$ cat src/rtl/ps2_poly_note_tracker.sv
// PS/2 scan-code decoder that allocates held piano keys to NUM_VOICES voice slots.
// Handles make/break/extended prefixes, a saturating octave shift and panic clear.
module ps2_poly_note_tracker #(
  parameter int NUM_VOICES = 4,
  parameter int NOTE_W     = 8,
  parameter int OCT_W      = 2,
  parameter int OCT_MAX    = 3,
  parameter int OCT_RESET  = 0
) (
  input  logic                           clk_i,
  input  logic                           reset_i,
  input  logic                           scan_valid_i,
  input  logic [7:0]                     scan_code_i,
  input  logic                           panic_i,
  output logic [NUM_VOICES-1:0]          voice_on_o,
  output logic [NUM_VOICES*NOTE_W-1:0]   voice_note_o,
  output logic [NOTE_W-1:0]              mono_note_o,
  output logic [OCT_W-1:0]               octave_o,
  output logic                           drop_o
);

  typedef enum logic [1:0] {S_IDLE, S_BREAK, S_EXT, S_EXT_BREAK} state_t;

  state_t                               state_q, state_d;
  logic [NUM_VOICES-1:0]                on_q, on_d;
  logic [NUM_VOICES-1:0][NOTE_W-1:0]    note_q, note_d;
  logic [NUM_VOICES-1:0][7:0]           tag_q, tag_d;
  logic [NOTE_W-1:0]                    mono_q, mono_d;
  logic [OCT_W-1:0]                     oct_q, oct_d;
  logic                                 drop_q, drop_d;

  function automatic logic [4:0] key_idx(input logic [7:0] c);
    case (c)
      8'h1A: key_idx = 5'd1;   8'h1B: key_idx = 5'd2;   8'h22: key_idx = 5'd3;
      8'h23: key_idx = 5'd4;   8'h21: key_idx = 5'd5;   8'h2A: key_idx = 5'd6;
      8'h34: key_idx = 5'd7;   8'h32: key_idx = 5'd8;   8'h33: key_idx = 5'd9;
      8'h31: key_idx = 5'd10;  8'h3B: key_idx = 5'd11;  8'h3A: key_idx = 5'd12;
      8'h41: key_idx = 5'd13;  8'h15: key_idx = 5'd14;  8'h1E: key_idx = 5'd15;
      8'h1D: key_idx = 5'd16;  8'h26: key_idx = 5'd17;  8'h24: key_idx = 5'd18;
      8'h2D: key_idx = 5'd19;  8'h2E: key_idx = 5'd20;  8'h2C: key_idx = 5'd21;
      8'h36: key_idx = 5'd22;  8'h35: key_idx = 5'd23;  8'h3D: key_idx = 5'd24;
      8'h3C: key_idx = 5'd25;  8'h43: key_idx = 5'd26;
      default: key_idx = 5'd0;
    endcase
  endfunction

  logic [4:0]        idx;
  logic [NOTE_W-1:0] new_note;
  logic              do_make, do_break, hit, placed;

  assign idx      = key_idx(scan_code_i);
  assign new_note = NOTE_W'(idx) + NOTE_W'(oct_q) * NOTE_W'(12);

  always_comb begin
    state_d  = state_q;
    on_d     = on_q;
    note_d   = note_q;
    tag_d    = tag_q;
    mono_d   = mono_q;
    oct_d    = oct_q;
    drop_d   = 1'b0;
    do_make  = 1'b0;
    do_break = 1'b0;
    hit      = 1'b0;
    placed   = 1'b0;

    if (scan_valid_i) begin
      case (state_q)
        S_IDLE: begin
          if (scan_code_i == 8'hF0)      state_d = S_BREAK;
          else if (scan_code_i == 8'hE0) state_d = S_EXT;
          else if (scan_code_i == 8'h4E) begin
            if (oct_q != '0) oct_d = oct_q - 1'b1;
          end else if (scan_code_i == 8'h55) begin
            if (oct_q < OCT_W'(OCT_MAX)) oct_d = oct_q + 1'b1;
          end else if (idx != 5'd0) do_make = 1'b1;
        end
        S_BREAK: begin
          if (scan_code_i == 8'hE0)      state_d = S_EXT;
          else if (scan_code_i != 8'hF0) begin
            do_break = 1'b1;
            state_d  = S_IDLE;
          end
        end
        S_EXT:   state_d = (scan_code_i == 8'hF0) ? S_EXT_BREAK : S_IDLE;
        default: state_d = S_IDLE;
      endcase
    end

    // panic still lets the prefix FSM advance, but swallows the key action
    if (do_make && !panic_i) begin
      for (int i = 0; i < NUM_VOICES; i++)
        if (on_q[i] && tag_q[i] == scan_code_i) hit = 1'b1;
      if (!hit) begin
        for (int i = 0; i < NUM_VOICES; i++) begin
          if (!on_q[i] && !placed) begin
            placed    = 1'b1;
            on_d[i]   = 1'b1;
            tag_d[i]  = scan_code_i;
            note_d[i] = new_note;
            mono_d    = new_note;
          end
        end
        if (!placed) drop_d = 1'b1;
      end
    end

    if (do_break && !panic_i) begin
      for (int i = 0; i < NUM_VOICES; i++) begin
        if (on_q[i] && tag_q[i] == scan_code_i) begin
          on_d[i]   = 1'b0;
          tag_d[i]  = '0;
          note_d[i] = '0;
          if (note_q[i] == mono_q) mono_d = '0;
        end
      end
    end

    if (panic_i) begin
      on_d   = '0;
      note_d = '0;
      tag_d  = '0;
      mono_d = '0;
    end
  end

  always_ff @(posedge clk_i) begin
    if (reset_i) begin
      state_q <= S_IDLE;
      on_q    <= '0;
      note_q  <= '0;
      tag_q   <= '0;
      mono_q  <= '0;
      oct_q   <= OCT_W'(OCT_RESET);
      drop_q  <= 1'b0;
    end else begin
      state_q <= state_d;
      on_q    <= on_d;
      note_q  <= note_d;
      tag_q   <= tag_d;
      mono_q  <= mono_d;
      oct_q   <= oct_d;
      drop_q  <= drop_d;
    end
  end

  assign voice_on_o   = on_q;
  assign voice_note_o = note_q;
  assign mono_note_o  = mono_q;
  assign octave_o     = oct_q;
  assign drop_o       = drop_q;

endmodule

$ cat config.mk
export PLATFORM = sky130hd
export DESIGN_NAME = ps2_poly_note_tracker
export DESIGN_NICKNAME = d
export VERILOG_FILES = /design/src/rtl/ps2_poly_note_tracker.sv
export SDC_FILE = /design/constraint.sdc
export NUM_CORES = 1
export LEC_CHECK = 0
export CORE_MARGIN = 2
export CORE_UTILIZATION = 45
export CTS_CLUSTER_SIZE = 14
export DETAILED_ROUTE_END_ITERATION = 10
export PLACE_DENSITY = 0.72
export SYNTH_ARGS = -nofsm -noshare
export SYNTH_HDL_FRONTEND = slang
export SYNTH_SLANG_ARGS = --single-unit
$ cat constraint.sdc
create_clock -name clk_i -period 6.5 [get_ports clk_i]
set_clock_uncertainty 0.2 [all_clocks]
set_input_delay 0.65 -clock clk_i [delete_from_list [all_inputs] [get_ports clk_i]]
set_output_delay 0.65 -clock clk_i [all_outputs]
set_load 0.05 [all_outputs]
==> flow_summary.json, run 1 <==
{
  "wl_per_cell_um": 18.4,
  "mostFrequentLayoutCells": "81 x dfxtp_1, 58 x clkdlybuf4s50_1, 54 x xnor2_1, 49 x nor2_1, 47 x a21oi_1",
  "drv_slew": 0,
  "slew_headroom_pct": 14.7,
  "top_layer_used": "met4",
  "syn_to_final_growth_pct": 15.8,
  "finalHoldViolCount": 0,
  "overflow": 0,
  "peakVddDrop_uv": 117,
  "tightest_slew_ps": 1270,
  "cts-resized-gates": 0,
  "dr.pass1.iters": 5,
  "htree_num_levels": 3,
  "die_h_um": 107,
  "synth_compound_area_share_pct": 16.0,
  "grt_pass1_wl_mm": 21.6,
  "port_buffers": 58,
  "multiInputGateArea_um2": 2820,
  "min_period_ps": 4630,
  "drt-total-wl_mm": 13.2,
  "fmax_mhz": 216,
  "synth-main-ff-cell": "dfxtp_1",
  "route.met3.wl_mm": 1.04,
  "diodes": 0,
  "synth_mux_area_share_pct": 6.53,
  "post-dp-hpwl_mm": 9.00,
  "clk_latency_ps": 360,
  "clkTransAtPathRegs_ps": 90,
  "cts_sinks": 81,
  "min_path_type": "register to register",
  "vias": 4371,
  "synthArstFlopShare_pct": 0,
  "wl_met1_mm": 5.73,
  "rows": 37,
  "grt_max_degree": 30,
  "cts_inserted_buffers": 9,
  "ys_ff_latch": 81,
  "yosys.area_share.adder_pct": 3.84,
  "synth_area_leaders": "dfxtp_1 34%, xnor2_1 9.9%, mux2i_1 6.5%, a21oi_1 4.9%, nand4_1 4.7%",
  "synth_top_family_by_area": "simple AND/OR/NAND/NOR gates",
  "clk_path_buf_depth": 2,
  "drtAntennaViolNets": 0,
  "dr.first_iter.drc_count": 439,
  "fp.dieW_um": 107,
  "fin_crit_sh_pct": 71.2,
  "cts_tree": "built",
  "synth_cells": 551,
  "whs_ps": 288,
  "wl_met2_mm": 6.04,
  "path_class": "input pin to register",
  "setup_violations": 0,
  "whs_path_depth": 1,
  "synthDistinctLibCells": 55,
  "coreArea_um2": 10300,
  "first_global_vias": 4188,
  "setup_ws_ps": 1870,
  "synth_top_area_share_pct": 34.1,
  "final_common_cell": "dfxtp_1",
  "setup_tns_ps": 0,
  "place_area_um2": 5300,
  "max_cap_viol_count": 0,
  "grtUsageTotal_pct": 23.8,
  "layout.area.seq_um2": 1620,
  "synth_simple_gate_area_share_pct": 20.2,
  "io_pins": 59,
  "syn-cell-area_um2": 4750,
  "dp_slack_ps": 1590,
  "drc": 0,
  "via_per_inst": 6.07,
  "fin_area_um2": 5500,
  "ys_warn_count": 0,
  "rsz0062_at_grt": "false",
  "cp-end-kind": "register",
  "synthXorXnorAreaFrac_pct": 12.5,
  "start_util_pct": 46.3,
  "place.gp.congestion": 0.860,
  "crit_fanout": 27,
  "finalNetCount": 605,
  "dieArea_um2": 11400,
  "synth_edf_count": 0,
  "hold_buffers": 0,
  "cp-start-kind": "input pin",
  "r2r_cells": 7,
  "clock-root-buffer": "clkbuf_8",
  "seq_area_frac_synth_pct": 34.1,
  "status": "completed",
  "final_util_pct": 53.6,
  "cp.required_ps": 6570,
  "yosysTopAreaCell": "dfxtp_1",
  "syn_nets": 577,
  "leakage_nw": 1.94,
  "post_cts_buffers": 0,
  "fill_cells": 971,
  "p_per_area_nw_per_um2": 181,
  "drive_above_1_share_pct": 5.65,
  "antenna_found_initial": 0,
  "avgSynthCellArea_um2": 8.63,
  "critPathArrivalTime_ps": 4700
}
==> sequential cells by signal, summed over array words and instances (netlist names) <==
| name | flops |
|---|---|
| tag_q | 32 |
| voice_note_o | 32 |
| mono_note_o | 8 |
| voice_on_o | 4 |
| octave_o | 2 |
| state_q | 2 |
| drop_o | 1 |
==> worst paths after layout <==
path,start,endpoint,slack (ps)
hold / removal,tag_q[23]$_SDFF_PP0_,tag_q[23]$_SDFF_PP0_,290
setup reg to reg,state_q[1]$_SDFFE_PP0P_,voice_note_o[2]$_SDFF_PP0_,3370
hold reg to reg,tag_q[23]$_SDFF_PP0_,tag_q[23]$_SDFF_PP0_,290
setup / recovery,scan_code_i[0],tag_q[31]$_SDFF_PP0_,1870
==> cell families after synthesis <==
kind of cell,after synthesis
flops,81
buf+inv,64
fa+ha+maj,14
xor+xnor,68
simple gates,176
mux,31
compound gates,117
==> critical path: stages <==
cell             delay, ps
clkdlybuf4s50_1        910
inv_1                  210
ha_1                   350
mux2i_1                300
nor2_1                  90
or4_1                  520
a311o_1                520
o21ai_4                680
nor3_1                 220
nor3b_1                230
==> per-layer routing <==
layer / vias up / GRT usage [%]
met3: 47 / 4.19
met5: - / 0
met4: 0 / 9.93
met1: 2072 / 32.5
li1: 2023 / -
met2: 229 / 37.1
==> cell usage after synthesis (3+ instances only) <==
cell type and instances:
buf_6 5, or4_1 3, nand3b_1 6, mux2i_1 31, nor4_1 4, a2111oi_0 6
dfxtp_1 81, buf_2 16, nand4_1 36, a21o_1 3, nor3_1 12, or3_1 4
xor2_1 14, nand2_1 12, xnor2_1 54, nor3b_1 10, o21ai_0 17, o21ai_1 5
nand3_1 20, and3b_1 3, and2_1 4, a21oi_1 47, inv_1 14, nor2_1 49
ha_1 13, clkbuf_1 23, o31ai_1 23, buf_4 3
==> report_power, final <==
group,internal (mW),switching (mW),leakage [nW],total (mW)
combinational,0.0346,0.0736,1.19,0.108
clock,0.182,0.208,0.102,0.390
sequential,0.497,0.00261,0.652,0.500
==> area by class of cell <==
type | instances | area share, %
clock buffers | 9 | 2.25
clock inverters | 7 | 1.39
inverters | 15 | 1.02
multi-input cells | 406 | 51.1
flip-flops and latches | 81 | 29.5
well taps | 136 | 3.09
repair buffers | 66 | 11.6
==> through the flow <==
step | total power [mW] | cells
final | 0.998 | 720
after global routing | 1.03 | 720
after CTS | 0.998 | 720
after detailed placement | 0.617 | 704
after global placement | 0.615 | 704
after floorplan | 0.592 | 551
Power figures use the tool's default switching activity.
==> inputs of run 2 (changes only) <==
--- a/config.mk
+++ b/config.mk
@@ -9,7 +9,7 @@
 export CORE_UTILIZATION = 45
 export CTS_CLUSTER_SIZE = 14
 export DETAILED_ROUTE_END_ITERATION = 10
-export PLACE_DENSITY = 0.72
+export PLACE_DENSITY = 0.74
 export SYNTH_ARGS = -nofsm -noshare
 export SYNTH_HDL_FRONTEND = slang
 export SYNTH_SLANG_ARGS = --single-unit
==> constraint.sdc (replaced) <==
create_clock -name clk_i -period 4.1 [get_ports clk_i]
set_clock_uncertainty 0.2 [all_clocks]
set_input_delay 0.41 -clock clk_i [delete_from_list [all_inputs] [get_ports clk_i]]
set_output_delay 0.41 -clock clk_i [all_outputs]
set_load 0.05 [all_outputs]
==> flow_summary.json, run 2 (synthesis results as in run 1) <==
{
  "whs_path_depth": 1,
  "dr.first_iter.drc_count": 363,
  "leakage_nw": 2.01,
  "cp-end-kind": "register",
  "clock-root-buffer": "clkbuf_8",
  "diodes": 0,
  "route.met3.wl_mm": 1.06,
  "place.gp.congestion": 0.872,
  "grtUsageTotal_pct": 23.8,
  "wl_met2_mm": 6.17,
  "start_util_pct": 46.3,
  "via_per_inst": 6.00,
  "fin_crit_sh_pct": 89.5,
  "coreArea_um2": 10300,
  "tightest_slew_ps": 840,
  "top_layer_used": "met4",
  "rsz0062_at_grt": "false",
  "vias": 4418,
  "min_path_type": "register to register",
  "htree_num_levels": 3,
  "final_util_pct": 54.5,
  "crit_path_start": "scan_code_i[3]",
  "cts-resized-gates": 0,
  "fp.dieW_um": 107,
  "drive_above_1_share_pct": 8.17,
  "grt_max_degree": 27,
  "critPathArrivalTime_ps": 3750,
  "clk_latency_ps": 360,
  "drv_slew": 0,
  "dieArea_um2": 11400,
  "hold_buffers": 0,
  "clk_path_buf_depth": 2,
  "setup_tns_ps": 0,
  "port_buffers": 58,
  "first_global_vias": 4208,
  "grt_pass1_wl_mm": 21.5,
  "r2r_cells": 7,
  "crit_fanout": 25,
  "max_cap_viol_count": 0,
  "clkTransAtPathRegs_ps": 80,
  "post_cts_buffers": 0,
  "setup_violations": 0,
  "cts_inserted_buffers": 9,
  "post-dp-hpwl_mm": 9.54,
  "overflow": 0,
  "wl_per_cell_um": 17.9,
  "p_per_area_nw_per_um2": 266,
  "syn_to_final_growth_pct": 17.8,
  "cp.required_ps": 4180,
  "wl_met1_mm": 5.55,
  "power.total_mw": 1.49,
  "cts_sinks": 81,
  "die_h_um": 107,
  "slew_headroom_pct": 42.6,
  "r2r_end": "voice_note_o[16]$_SDFF_PP0_",
  "finalNetCount": 622,
  "endpoint": "mono_note_o[4]$_SDFF_PP0_",
  "path_class": "input pin to register",
  "dr.pass1.iters": 5,
  "cts_tree": "built",
  "rrSetupSlack_ps": 1200,
  "rows": 37,
  "status": "completed",
  "fmax_mhz": 272,
  "antenna_found_initial": 0,
  "finalHoldViolCount": 0,
  "min_period_ps": 3670,
  "drc": 0,
  "final_common_cell": "dfxtp_1",
  "peakVddDrop_uv": 175,
  "r2r-start": "state_q[1]$_SDFFE_PP0P_",
  "drt-total-wl_mm": 13.2,
  "cp-start-kind": "input pin",
  "drtAntennaViolNets": 0,
  "mostFrequentLayoutCells": "81 x dfxtp_1, 58 x clkdlybuf4s50_1, 54 x xnor2_1, 49 x nor2_1, 47 x a21oi_1",
  "io_pins": 59
}
## run 2: layer usage
metal  vias to the layer above  global-route usage [%]
li1                       2058                       -
met1                      2113                    31.0
met2                       214                    37.4
met3                        33                    5.59
met4                         0                    10.6
met5                         -                       0
## run 2: stage by stage
stage	std cells	hold WS, ps	worst slack, ps	area, µm²
after floorplan	551	257	829	4750
after global placement	721	264	186	5430
after detailed placement	721	274	121	5430
after CTS	736	286	468	5600
after global routing	736	313	205	5600
final	736	290	429	5600
## run 2: worst min path at each step
| stage | from | end | slack, ps |
|---|---|---|---|
| floorplan | tag_q[4]$_SDFF_PP0_ | tag_q[4]$_SDFF_PP0_ | 260 |
| global placement | tag_q[0]$_SDFF_PP0_ | tag_q[0]$_SDFF_PP0_ | 260 |
| detailed placement | tag_q[5]$_SDFF_PP0_ | tag_q[5]$_SDFF_PP0_ | 270 |
| CTS | tag_q[2]$_SDFF_PP0_ | tag_q[2]$_SDFF_PP0_ | 290 |
| global route | tag_q[2]$_SDFF_PP0_ | tag_q[2]$_SDFF_PP0_ | 310 |
| finish | tag_q[31]$_SDFF_PP0_ | tag_q[31]$_SDFF_PP0_ | 290 |
## run 2: layout make-up
class / instances / area, µm²
fillers: 934 / 4680
multi-input cells: 406 / 2820
flip-flops and latches: 81 / 1620
repair buffers: 83 / 768
well taps: 136 / 170
clock buffers: 9 / 124
inverters: 15 / 56.3
clock inverters: 6 / 43.8
## run 2: where the power goes
part | internal (mW) | total (mW) | switching (mW)
clock network | 0.218 | 0.516 | 0.298
logic | 0.0630 | 0.182 | 0.119
registers | 0.788 | 0.791 | 0.00305
total | 1.07 | 1.49 | 0.420
## run 2: worst max-delay path: stages
cell	delay, ps
clkdlybuf4s50_1	510
buf_4	280
or3b_1	410
o2111ai_1	110
o311ai_1	200
nor2_1	150
ha_1	180
inv_1	60
fa_1	460
xnor2_1	630
nand4_1	180
a21oi_1	170
